File: config.mk
export PLATFORM = sky130hd
export DESIGN_NAME = base_sampler_ctrl
export DESIGN_NICKNAME = d
export VERILOG_FILES = /design/src/rtl/base_sampler_ctrl.sv
export SDC_FILE = /design/constraint.sdc
export NUM_CORES = 1
export LEC_CHECK = 0
export CORE_ASPECT_RATIO = 0.6
export CORE_MARGIN = 5
export CORE_UTILIZATION = 31
export CTS_CLUSTER_DIAMETER = 50
export CTS_CLUSTER_SIZE = 30
export DETAILED_ROUTE_END_ITERATION = 6
export PLACE_DENSITY = 0.74
export SLEW_MARGIN = 30
export SYNTH_ARGS = -nofsm -noshare
export SYNTH_HDL_FRONTEND = slang
export SYNTH_SLANG_ARGS = --single-unit
File: constraint.sdc
create_clock -name clk -period 1.65 [get_ports clk]
set_input_delay 0.33 -clock clk [delete_from_list [all_inputs] [get_ports clk]]
set_output_delay 0.33 -clock clk [all_outputs]
set_load 0.1 [all_outputs]
File: src/rtl/base_sampler_ctrl.sv
// base_sampler_ctrl: round-robin burst sequencer that feeds a latency-1 base sampler and collects z0 into a tagged FIFO.
// Define BASE_SAMPLER_CTRL_STATS_EN to add saturating issue and randomness-stall counters.
module base_sampler_ctrl #(
   parameter int  NUM_REQ    = 2,
   parameter int  LEN_W      = 8,
   parameter int  FIFO_DEPTH = 4,
   localparam int TAG_W      = (NUM_REQ > 1) ? $clog2(NUM_REQ) : 1
) (
   input  logic                     clk,
   input  logic                     rst_n,
   input  logic [NUM_REQ-1:0]       req_valid_i,
   input  logic [NUM_REQ*LEN_W-1:0] req_len_i,
   output logic [NUM_REQ-1:0]       req_ready_o,
   input  logic                     rnd_valid_i,
   input  logic [71:0]              rnd_data_i,
   output logic                     rnd_ready_o,
   output logic [71:0]              bs_rand_o,
   input  logic [63:0]              bs_z0_i,
   output logic                     z0_valid_o,
   input  logic                     z0_ready_i,
   output logic [6:0]               z0_o,
   output logic [TAG_W-1:0]         z0_tag_o,
   output logic                     z0_last_o,
`ifdef BASE_SAMPLER_CTRL_STATS_EN
   output logic                     busy_o,
   output logic [31:0]              stat_samples_o,
   output logic [31:0]              stat_rnd_stall_o
`else
   output logic                     busy_o
`endif
);
   localparam int AW = (FIFO_DEPTH > 1) ? $clog2(FIFO_DEPTH) : 1;
   localparam int CW = AW + 1;
   localparam int EW = 7 + TAG_W + 1;

   typedef enum logic {IDLE, RUN} state_t;

   state_t           state_q, state_d;
   logic [TAG_W-1:0] rr_ptr_q, rr_ptr_d, tag_q, tag_d, gnt, idx;
   logic [LEN_W-1:0] rem_q, rem_d, gnt_len;
   logic             infl_q, infl_d, infl_last_q, infl_last_d;
   logic [TAG_W-1:0] infl_tag_q, infl_tag_d;
   logic [EW-1:0]    mem_q [FIFO_DEPTH];
   logic [AW-1:0]    wr_q, wr_d, rd_q, rd_d;
   logic [CW-1:0]    cnt_q, cnt_d;
   logic [EW-1:0]    head;
   logic             found, credit_ok, issue, push, pop, unused_bits;

   // Round-robin search starts one past the last grant.
   always_comb begin
      found   = 1'b0;
      gnt     = '0;
      idx     = '0;
      gnt_len = '0;
      for (int i = 1; i <= NUM_REQ; i++) begin
         idx = TAG_W'((int'(rr_ptr_q) + i) % NUM_REQ);
         if (!found && req_valid_i[idx]) begin
            found = 1'b1;
            gnt   = idx;
         end
      end
      for (int i = 0; i < NUM_REQ; i++)
         if (TAG_W'(i) == gnt) gnt_len = req_len_i[i*LEN_W +: LEN_W];
   end

   always_comb begin
      state_d     = state_q;
      rr_ptr_d    = rr_ptr_q;
      tag_d       = tag_q;
      rem_d       = rem_q;
      infl_d      = 1'b0;
      infl_tag_d  = infl_tag_q;
      infl_last_d = infl_last_q;
      req_ready_o = '0;
      credit_ok   = (cnt_q + CW'(infl_q)) < CW'(FIFO_DEPTH);
      rnd_ready_o = (state_q == RUN) && credit_ok;
      issue       = rnd_ready_o && rnd_valid_i;
      if (state_q == IDLE && found && rst_n) begin
         req_ready_o = NUM_REQ'(1) << gnt;
         rr_ptr_d    = gnt;
         tag_d       = gnt;
         rem_d       = gnt_len;
         state_d     = (gnt_len != '0) ? RUN : IDLE;
      end else if (issue) begin
         infl_d      = 1'b1;
         infl_tag_d  = tag_q;
         infl_last_d = (rem_q == LEN_W'(1));
         rem_d       = rem_q - LEN_W'(1);
         state_d     = (rem_q == LEN_W'(1)) ? IDLE : RUN;
      end
   end

   // The sampler output is valid the cycle after issue, so the inflight flag is the push strobe.
   always_comb begin
      push  = infl_q;
      pop   = z0_valid_o && z0_ready_i;
      wr_d  = push ? wr_q + AW'(1) : wr_q;
      rd_d  = pop ? rd_q + AW'(1) : rd_q;
      cnt_d = cnt_q + CW'(push) - CW'(pop);
   end

   always_ff @(posedge clk or negedge rst_n) begin
      if (!rst_n) begin
         state_q     <= IDLE;
         rr_ptr_q    <= TAG_W'(NUM_REQ - 1);
         tag_q       <= '0;
         rem_q       <= '0;
         infl_q      <= 1'b0;
         infl_tag_q  <= '0;
         infl_last_q <= 1'b0;
         wr_q        <= '0;
         rd_q        <= '0;
         cnt_q       <= '0;
      end else begin
         state_q     <= state_d;
         rr_ptr_q    <= rr_ptr_d;
         tag_q       <= tag_d;
         rem_q       <= rem_d;
         infl_q      <= infl_d;
         infl_tag_q  <= infl_tag_d;
         infl_last_q <= infl_last_d;
         wr_q        <= wr_d;
         rd_q        <= rd_d;
         cnt_q       <= cnt_d;
      end
   end

   always_ff @(posedge clk)
      if (push) mem_q[wr_q] <= {bs_z0_i[6:0], infl_tag_q, infl_last_q};

   assign head        = mem_q[rd_q];
   assign z0_valid_o  = (cnt_q != '0);
   assign z0_o        = z0_valid_o ? head[EW-1 -: 7] : '0;
   assign z0_tag_o    = z0_valid_o ? head[1 +: TAG_W] : '0;
   assign z0_last_o   = z0_valid_o && head[0];
   assign busy_o      = (state_q != IDLE) || infl_q || z0_valid_o;
   assign bs_rand_o   = rnd_data_i;
   assign unused_bits = ^bs_z0_i[63:7];

`ifdef BASE_SAMPLER_CTRL_STATS_EN
   logic [31:0] stat_samples_q, stat_samples_d, stat_stall_q, stat_stall_d;

   always_comb begin
      stat_samples_d = (issue && stat_samples_q != '1) ? stat_samples_q + 32'd1 : stat_samples_q;
      stat_stall_d   = (state_q == RUN && credit_ok && !rnd_valid_i && stat_stall_q != '1) ? stat_stall_q + 32'd1 : stat_stall_q;
   end

   always_ff @(posedge clk or negedge rst_n) begin
      if (!rst_n) begin
         stat_samples_q <= '0;
         stat_stall_q   <= '0;
      end else begin
         stat_samples_q <= stat_samples_d;
         stat_stall_q   <= stat_stall_d;
      end
   end

   assign stat_samples_o   = stat_samples_q;
   assign stat_rnd_stall_o = stat_stall_q;
`endif
endmodule
==> summary.md, run 1 <==
The tools report the initial antenna violation count as 0. Commonest register cell after synthesis: edfxtp_1. The most frequent standard cell in the layout excluding fill and tap cells is edfxtp_1.

Critical path data required time: 1320 ps. Before antenna repair, the detailed router went through 6 iterations. The largest total area in the synthesized netlist belongs to edfxtp_1. Clock skew on the completed layout was measured at 9.71 ps. No sink is reached through more buffers than the 2 on the longest clock path. The detailed router placed 1,891 vias in this run. The post-detailed-placement half-perimeter wirelength is 4590 um. Setup repair after global routing could not meet its margin everywhere. The first global-routing pass estimated 10,500 um of wire. The maximum clock frequency came out at 0.491 GHz. The effective utilization at floorplan was 0.319.

The number of enable flip-flop cells after synthesis works out to 36. Leaving out fill and tap cells, the most frequent cells in the layout are edfxtp_1, clkdlybuf4s50_1, dfrtp_1. The floorplan step set the die height to 88.2 um.

The run finished, with violations left. Setup violations remaining at the end of the flow were counted as 20. In this run the worst path has a maximum fanout of 5. The worst-case IR drop observed on VDD is 0.00108 V. The Yosys step of the flow raised 0 warnings.

STA classifies the critical path endpoint as an output pin. The min-delay analysis places its worst path in the category in -> async. For the share of the core filled with cells, the log shows 0.416. TritonCTS built the clock tree. The logs give -387 ps for the final worst slack and 9910 um^2 for the placeable core region.

STA puts the critical path data arrival time at 1710 ps. For the number of nets with antenna violations after routing, the log shows 0. Excluding fillers, the count of instances in the completed layout stands at 398. After detailed placement, the design holds a cell count of 375. The number of vias per cell is 4.75, and the total power divided by cell area is 2210 nW/um^2.

Number of H-tree branching levels: 3. The count of final hold-check violations was 0; the longest individual stage delay on the worst path was 510 ps. The share of the synthesized area in the top cell type works out to 0.342. The routed design could run at a clock period as short as 2040 ps. The setup path with the least slack is of type reg -> out.

The initialized floorplan defines 28 standard-cell rows. The tools report the global-route usage over all layers as 0.111. In this run, the number of DRC markers left after iteration 0 of detailed routing was 69.

The area growth from synthesis to layout is 30.5%. The cell sitting at the root of the clock tree is a clkbuf_16. The layout cell share with drive strength beyond 1 came out at 0.399. The leakage power was 1.63 nW; the final count of pins violating max slew was 0. The cell count after synthesis came out at 251.

For the overall die area, the log shows 12,400 um^2. During placement, the flow inserted port buffers numbering 42. For the CTS sink count, the log shows 57. The count of unresolved DRC violations after routing was 0. The summed negative setup slack over all endpoints is -4540 ps. The area of the mapped netlist is 3160 um^2, and the final antenna diode count is 0. The checks that failed: setup timing.

After the last flow step, the layout net total stands at 426. Walking the worst path, the cells encountered are buf_6, mux4_2, and2_4, buf_12. The average cell area after synthesis is 12.6 um^2. The register bit total from synthesis works out to 57. The run gives 0.658 as the headroom to the max-slew limit. The number of buffers inserted during clock tree synthesis was 9. Routability-driven placement finished with a final weighted congestion of 0.784.

The final total power is 9.10 mW, and the count of buffering cells on the critical path with inverters included is 2. Share of the yosys chip area belonging to registers: 0.509. The tools report the I/O pin count as 244.

Cell family contributing the most delay on the critical path: multiplexers. The routed length per placed instance is 16.6 um, and the transition time at the pin with the least slew margin is 513 ps. The fraction of registers with async set/reset is 0.368. Fraction of the cycle the final worst path needs: 1.23. After clock tree synthesis, the clock-pin slew on the worst setup and hold paths is 50 ps. For the number of global-route vias before repair, the log shows 2,033. Measured along the x axis, the die boundary spans 140 um.

In the post-synthesis netlist, the biggest area contributors are edfxtp_1, buf_4, dfrtp_1. For this design, the slowest cell found on the critical path is mux4_2. The number of maximum-capacitance constraint violations was 0. The clock reaches the later pin of the worst-skew pair after 320 ps.

The logs give 22 for the maximum number of pins on one net before global-route repair and 874 for the filler cell count. The netlist uses 40 different library cells. When the netlist entered floorplanning its net count stood at 419. The worst setup path is launched from a flip-flop.

Wires add up to 6610 um. For the leftover overflow at the end of global routing, the log shows 0.
==> synthesized netlist by cell type (2+ instances only) <==
master and n:
a211oi_1 2, a21o_1 3, a21oi_1 2, a311o_1 3
and2_1 15, buf_4 74, clkbuf_1 3, dfrtp_1 20
edfxtp_1 36, ha_1 10, inv_1 9, mux2i_1 6
mux4_2 9, nand2_1 3, nand3_1 5, nand4_1 4
nor2_1 10, nor2b_1 3, nor3_1 2, nor4_1 4
o21ai_0 2, o21ai_1 3, or3_1 2, xnor2_1 2
xor2_1 4
==> cell families after synthesis <==
group,synth area share
flip-flops,0.509
buffers and inverters,0.192
XOR/XNOR,0.0254
AO/OA/AOI/OAI,0.0460
multiplexers,0.0868
AND/OR/NAND/NOR,0.101
adder cells (fa/ha/maj),0.0396
==> power breakdown <==
| part | switching (mW) | internal [mW] |
|---|---|---|
| Sequential | 0.320 | 1.94 |
| Combinational | 2.67 | 2.24 |
| Clock | 0.624 | 1.31 |
==> state kept, by name (all words and copies together), names as in the netlist <==
name         cells
infl_last_q      1
wr_q             2
mem_q           36
rr_ptr_q         1
infl_tag_q       1
state_q          1
rd_q             2
infl_q           1
rem_q            8
cnt_q            3
tag_q            1
==> per-stage QoR <==
| step | area [um^2] | setup slack, ps | hold WS (ps) |
|---|---|---|---|
| 6_report | 4120 | -387 | 158 |
| 5_1_grt | 4120 | -430 | 173 |
| 4_1_cts | 4060 | -398 | 160 |
| 3_5_place_dp | 3590 | -271 | 461 |
| 3_3_place_gp | 3590 | -273 | 457 |
| 2_1_floorplan | 3220 | -141 | 34.4 |
==> metal layers <==
metal / global-route usage / vias to the layer above / share of wire / wire (um)
li1: - / 829 / - / -
met1: 0.127 / 945 / 0.40 / 2630
met3: 0.0436 / 35 / 0.063 / 419
met2: 0.181 / 82 / 0.51 / 3340
met4: 0.0651 / 0 / 0.034 / 223
met5: 0 / - / 0 / 0
==> worst paths after layout <==
path	startpoint	cells past startpoint	slack, ps	endpoint
max	rd_q[0]$_DFFE_PN0P_	4	-390	z0_tag_o
min	rst_n	2	160	rem_q[4]$_DFFE_PN0P_
max reg2reg	cnt_q[0]$_DFF_PN0_	9	-100	rem_q[3]$_DFFE_PN0P_
min reg2reg	tag_q$_DFFE_PN0P_	1	480	tag_q$_DFFE_PN0P_
max in group asynchronous	rst_n	2	1210	rr_ptr_q$_DFFE_PN1P_
min in group clk	tag_q$_DFFE_PN0P_	1	480	tag_q$_DFFE_PN0P_
==> timing repair <==
| item | 4_1_cts | 5_1_grt |
|---|---|---|
| pin swaps | 23 | 11 |
| endpoints found under the setup margin | 21 | 27 |
| setup buffers | 5 | 2 |
| cloned | 1 | 0 |
| gates resized for setup | 28 | 12 |
| hold buffers | 0 | 0 |
==> area by class of cell <==
class | count | area (um^2) | area share
Inverter | 9 | 33.8 | 0.00820
Timing Repair Buffer | 74 | 891 | 0.216
Multi-Input combinational cell | 107 | 1100 | 0.267
Tap cell | 135 | 169 | 0.0410
Sequential cell | 57 | 1610 | 0.390
Clock buffer | 9 | 225 | 0.0546
Clock inverter | 7 | 92.6 | 0.0225
Power figures use the tool's default switching activity.
==> run 2, diff against run 1 <==
Settings changed: TNS_END_PERCENT from default to 10.
==> run 2 against run 1 <==
The run still ends with setup timing left; fmax down 0.63%; first-iteration DRC count unchanged; cell count decreased by 1.3%; sequential power about the same; critical endpoint is now z0_last_o; largest cell class unchanged; highest routed layer unchanged.
==> summary.md, run 2 (synthesized netlist as in run 1, its figures left out) <==
The run finished, with violations left. The checks that failed: setup timing. The tools report the CTS sink count as 57 (unchanged). The initial antenna violation count came out at 1 (+1). The run gives 28 (unchanged) as the floorplan row count. The logs give 1050 um^2 (-4.9%) for the area used by multi-input combinational logic and 3 (unchanged) for the number of H-tree branching levels. Maximum number of pins on one net before global-route repair: 22 (unchanged).

The smallest hold slack came out at 33.9 ps (-124 ps). Leaving out fill and tap cells, the most frequent cells in the layout are edfxtp_1, clkdlybuf4s50_1, buf_4. The post-detailed-placement half-perimeter wirelength is 4750 um (+3.5%), and the final total power is 8.43 mW (-7.4%). The die boundary height works out to 88.2 um (unchanged).

The run gives 1610 um^2 (unchanged) as the total area of sequential cells. For the global-route usage over all layers, the log shows 0.104 (-0.00697). The tools report the share of the core filled with cells as 0.397 (-0.0189).

Routed length per placed instance: 15.9 um (-4.2%). Setup repair after global routing could not meet its margin everywhere. The final critical delay including setup and external delays is 2050 ps (+12.9 ps), and the placeable core region is 9910 um^2 (unchanged). The headroom to the max-slew limit is 0.765 (+0.107), and the filler cell count is 903 (+3.3%). The number of global-route vias before repair was 1,884 (-7.3%); the clock transition at the registers of the reported paths was 50 ps (about the same). Number of flip-flops in the largest register: 36 (unchanged). The worst hold path belongs to the class in -> async. The number of nets with antenna violations after routing is 0 (unchanged). The overall die area was 12,400 um^2 (unchanged). The logs give 244 (unchanged) for the I/O pin count and 393 (-1.3%) for the count of placed standard cells in the final layout, fillers left out. Ranked by flip-flop count, first place goes to mem_q. The top fanout value on the critical path works out to 11 (+6). In the final layout, the registers with the most flip-flops are mem_q: 36 flops, rem_q: 8 flops, cnt_q: 3 flops. The number of detailed-route iterations in the first pass is 4 (-2), and the number of maximum-capacitance constraint violations is 0 (unchanged).

Final count of pins violating max slew: 0 (unchanged). Compared with the post-synthesis result, the final layout area differs by 24.6%. The number of vias per cell was 4.60 (-3.2%). The root cell of the clock tree is clkbuf_16. The layout cell share with drive strength beyond 1 is 0.366 (-0.0335), and the number of buffers inserted during clock tree synthesis is 9 (unchanged).

The library cell used most frequently in the layout, excluding fill and tap cells, is edfxtp_1. TritonCTS built the clock tree. The first-pass GRT wire length is 9830 um (-6.7%), and the fraction of the cycle the final worst path needs is 1.24 (+0.00784). The tools report the effective utilization at floorplan as 0.319 (unchanged). The startpoint type of the worst setup path is a flip-flop. The routed wire length was 6250 um (-5.4%); the total power divided by cell area was 2140 nW/um^2 (-3.0%). The run gives 420 (-1.4%) as the final layout net count.

Global placer's final weighted congestion: 0.800 (+2.1%). By startpoint and endpoint, the worst setup path is classified as reg -> out. The run gives 16 (-20%) as the setup violation total in the final timing report.

Critical path data required time: 1320 ps (about the same). The tools report the data arrival time at the worst-slack endpoint as 1720 ps (about the same). Clock skew after layout: 4.40 ps (-5.31 ps). The worst vdd rail ir drop was 0.000910 V (-16%).

The worst setup path is captured at an output pin. The run gives 0 (unchanged) as the quantity of hold-fixing buffers added after cts. The final worst slack was -400 ps (-12.9 ps); the maximum clock frequency was 0.488 GHz (-0.63%). The run gives 375 (unchanged) as the number of placed instances, taps included. The count of input and output buffers came out at 42 (unchanged). The width of the die is 140 um (unchanged). The worst-skew pair later-pin latency came out at 320 ps (about the same). The leftover overflow at the end of global routing is 0 (unchanged), and the initial DRC count is 69 (unchanged). The post-placement worst setup slack was -333 ps (-62.0 ps).

The run gives 1,808 (-4.4%) as the via count. The transition time at the pin with the least slew margin is 349 ps (-164 ps). The count of final hold-check violations is 0 (unchanged), and the count of unresolved DRC violations after routing is 0 (unchanged). The tools report the leakage power as 1.58 nW (-3.5%). The deepest clock path buffer count came out at 2 (unchanged).
[run 2: cell types whose count changed in the layout (fill, tap and decap cells not counted), sizes merged, moves of 2 or more]
cell | previous run | this run
dlygate4sd2 | 3 | 0
clkinv | 2 | 5
bufinv | 2 | 0
buf | 46 | 40
dlymetal6s2s | 0 | 3
[run 2: what timing repair did]
item / 4_1_cts / 5_1_grt
endpoints found under the setup margin: 23 / 27
resized for setup: 13 / 9
gates cloned: 0 / 0
pin swaps: 15 / 10
buffers inserted: 1 / 0
[run 2: layout make-up]
cell class,instances,share of cell area
Timing Repair Buffer,68,0.203
Multi-Input combinational cell,107,0.266
Tap cell,135,0.0429
Clock inverter,7,0.0121
Antenna cell,1,0.000636
Inverter,9,0.00859
Sequential cell,57,0.409
Clock buffer,9,0.0573
[run 2: stage by stage]
stage               setup TNS, ps  cell area, um^2
finish                      -3970             3930
global route                -5090             3930
CTS                         -4550             3900
detailed placement          -4140             3560
global placement            -3570             3560
floorplan                    -799             3200
[run 2: worst paths after layout]
path                       cells past startpoint              endpoint  slack (ps)                start
max reg2reg                                    8  rem_q[2]$_DFFE_PN0P_         -40   cnt_q[0]$_DFF_PN0_
max in group asynchronous                      2  rr_ptr_q$_DFFE_PN1P_        1330                rst_n
min reg2reg                                    1     tag_q$_DFFE_PN0P_         480    tag_q$_DFFE_PN0P_
min in group clk                               1     tag_q$_DFFE_PN0P_         480    tag_q$_DFFE_PN0P_
min                                            2   state_q$_DFFE_PN0P_          30                rst_n
max                                            4             z0_last_o        -400  rd_q[0]$_DFFE_PN0P_
[run 2: report_power, final]
| part | internal [mW] | total [mW] | switching, mW |
|---|---|---|---|
| registers | 1.94 | 2.24 | 0.298 |
| clock network | 1.01 | 1.63 | 0.626 |
| logic | 2.02 | 4.56 | 2.53 |
[run 2: routing by layer]
metal / part of all wire / vias to the layer above / track usage / wire length (um)
li1: - / 822 / - / -
met1: 0.40 / 893 / 0.117 / 2530
met2: 0.47 / 55 / 0.166 / 2930
met3: 0.084 / 38 / 0.0464 / 523
met4: 0.043 / 0 / 0.0642 / 271
met5: 0 / - / 0 / 0
[run 2: worst max-delay path, stage by stage (launching register included)]
cell,delay (ps)
dfrtp_1,360
buf_12,160
mux4_2,530
and2_4,190
buf_12,160
==> run 3, diff against run 2 <==
Settings changed: CORE_MARGIN 5 to 4, PLACE_DENSITY 0.74 to default, PLACE_DENSITY_LB_ADDON from default to 0.3.
==> run 3 against run 2 <==
Global-route usage grew 0.084 points; the flow still finishes with violations (setup timing); clock power grew 17%; sequential share of layout area shrank 0.28 points; largest cell class unchanged; sequential power shrank 2%; worst setup slack lost 13 ps.
==> summary.md, run 3 (synthesized netlist as in run 1, its figures left out) <==
The number of nets with antenna violations after routing was 0 (unchanged); the initial antenna violation count was 0 (-1). The run gives 11,900 um^2 (-3.7%) as the overall die area. Leakage power: 1.58 nW (+0.19%). Post-placement worst setup slack: -328 ps (+4.98 ps). The final reports fail on setup timing. The longest individual stage delay on the worst path is 520 ps (about the same), and the final count of pins violating max slew is 0 (unchanged). The logs give 3 (unchanged) for the number of H-tree branching levels and 9 (unchanged) for the number of buffers inserted during clock tree synthesis.

The routed length on met1 is 2690 um (+6.5%), and the I/O pin count is 244 (unchanged). The number of vias per cell came out at 4.48 (-2.6%). The setup violation total in the final timing report is 24 (+8), and the top fanout value on the critical path is 7 (-4). The first-pass GRT wire length was 9600 um (-2.2%); the leftover overflow at the end of global routing was 0 (unchanged). The die boundary height came out at 86.2 um (-2.3%). The area growth from synthesis to layout is 25.3%.

The worst min-delay path category is in -> async. The logs give 0.105 (+0.000837) for the global-route usage over all layers and 418 (-0.48%) for the final layout net count. The total power divided by cell area was 2200 nW/um^2 (+2.8%).

STA classifies the critical path endpoint as an output pin. For the initial DRC count, the log shows 96 (+39%). The library cells used most frequently in the layout, excluding fill and tap cells, are edfxtp_1, clkdlybuf4s50_1, dfrtp_1.

The run gives 22 (unchanged) as the maximum number of pins on one net before global-route repair. The critical path start-end classification was reg -> out. The logs give -414 ps (-13.3 ps) for the final worst slack and 8.72 mW (+3.4%) for the final total power.

The layout cell share with drive strength beyond 1 works out to 0.346 (-0.0193). For the post-detailed-placement half-perimeter wirelength, the log shows 4540 um (-4.4%). The routed wire length is 5970 um (-4.5%). The placeable core region is 9880 um^2 (-0.35%). In this run the clock root is driven by a clkbuf_16. The number of global-route vias before repair is 1,851 (-1.8%), and the clock skew after layout is 5.18 ps (+0.783 ps).

The register with the most flip-flops in the final layout is mem_q. The tools report the number of placed instances, taps included as 372 (-0.80%). STA classifies the critical path startpoint as a flip-flop. The run finished, with violations left.

The tools report the headroom to the max-slew limit as 0.784 (+0.0190). Traced cell by cell, the critical path runs through buf_12, mux4_2, and2_4, buf_12. For the count of unresolved DRC violations after routing, the log shows 0 (unchanged). The standard cell with the maximum stage delay on the critical path is mux4_2.

The logs give 0.401 (+0.00381) for the share of the core filled with cells and 57 (unchanged) for the CTS sink count. The fraction of the cycle the final worst path needs is 1.25 (+0.00803). Setup repair after global routing could not meet its margin everywhere. Transition time at the pin with the least slew margin: 320 ps (-28.3 ps). The clock transition at the registers of the reported paths works out to 50 ps (about the same). The largest registers in the layout are mem_q: 36 flops, rem_q: 8 flops, cnt_q: 3 flops. The number of flip-flops in the largest register came out at 36 (unchanged). The run gives 139 ps (+106 ps) as the smallest hold slack.

The via count came out at 1,743 (-3.6%). The global placer's final weighted congestion is 0.731 (-8.6%). The logs give 0 (unchanged) for the count of final hold-check violations and 2 (unchanged) for the deepest clock path buffer count. For the count of placed standard cells in the final layout, fillers left out, the log shows 389 (-1.0%). The worst vdd rail ir drop is 0.000942 V (+3.4%).

The data arrival time at the worst-slack endpoint is 1730 ps (about the same), and the width of the die is 138 um (-1.4%). The run gives 479 um (-8.4%) as the met3 wirelength from detailed routing. The routed length per placed instance is 15.4 um (-3.5%).

The run gives 0.320 (+0.00113) as the effective utilization at floorplan. For the number of maximum-capacitance constraint violations, the log shows 0 (unchanged). The critical path data required time was 1320 ps (about the same). In this run the top signal layer used is met4. The most frequent standard cell in the layout excluding fill and tap cells was edfxtp_1.

The most used cell along the critical path was buf_12. The final critical delay including setup and external delays came out at 2060 ps (+13.3 ps). TritonCTS built the clock tree.

The floorplan row count was 28 (unchanged); the number of detailed-route iterations in the first pass was 4 (unchanged). The tools report the quantity of hold-fixing buffers added after cts as 0 (unchanged). The tools report the worst-skew pair later-pin latency as 320 ps (about the same). The final antenna diode count is 0 (-1), and the count of input and output buffers is 42 (unchanged). The logs give 2480 um (-15%) for the length of routed met2 wiring and 0.485 GHz (-0.64%) for the maximum clock frequency.
## run 3: stage by stage
step                setup TNS [ps]  instance area [um^2]
CTS                          -5770                  3940
detailed placement           -3090                  3560
finish                       -4940                  3960
global placement             -2760                  3560
floorplan                     -799                  3200
global route                 -6890                  3960
## run 3: worst paths after layout
check                                    start                    to  slack, ps  depth (start not counted)
max in group asynchronous                rst_n  rr_ptr_q$_DFFE_PN1P_       1230                          2
min in group clk             tag_q$_DFFE_PN0P_     tag_q$_DFFE_PN0P_        510                          1
max                        rd_q[0]$_DFFE_PN0P_             z0_last_o       -410                          4
min reg2reg                  tag_q$_DFFE_PN0P_     tag_q$_DFFE_PN0P_        510                          1
max reg2reg                   infl_q$_DFF_PN0_  rem_q[5]$_DFFE_PN0P_       -130                          7
min                                      rst_n    cnt_q[0]$_DFF_PN0_        140                          2
## run 3: final cells by class
class	instances	area, um^2
well taps	135	169
inverters	9	33.8
clock buffers	9	225
clock inverters	6	83.8
fillers	944	5920
flip-flops and latches	57	1610
multi-input cells	107	1030
repair buffers	66	807
## run 3: per-layer routing
metal  global-route usage  vias up
met5                    0        -
met4               0.0753        0
met3               0.0436       38
met2                0.144       68
met1                0.135      821
li1                     -      816
## run 3: critical path, delay by kind of cell, from the launching register on
family	cells	cell delay, ps
buffers and inverters	2	320
flip-flops	1	410
multiplexers	1	520
AND/OR/NAND/NOR	1	160
## run 3: power by group
group	switching (mW)	leakage, nW	internal, mW
Combinational	2.55	0.841	2.08
Clock	0.598	0.155	1.30
Sequential	0.247	0.582	1.94
Total	3.40	1.58	5.32
## run 3: what timing repair did
action,CTS,global route
setup endpoints to repair,25,27
resized for setup,13,5
buffers inserted,2,0
pin swaps,9,8
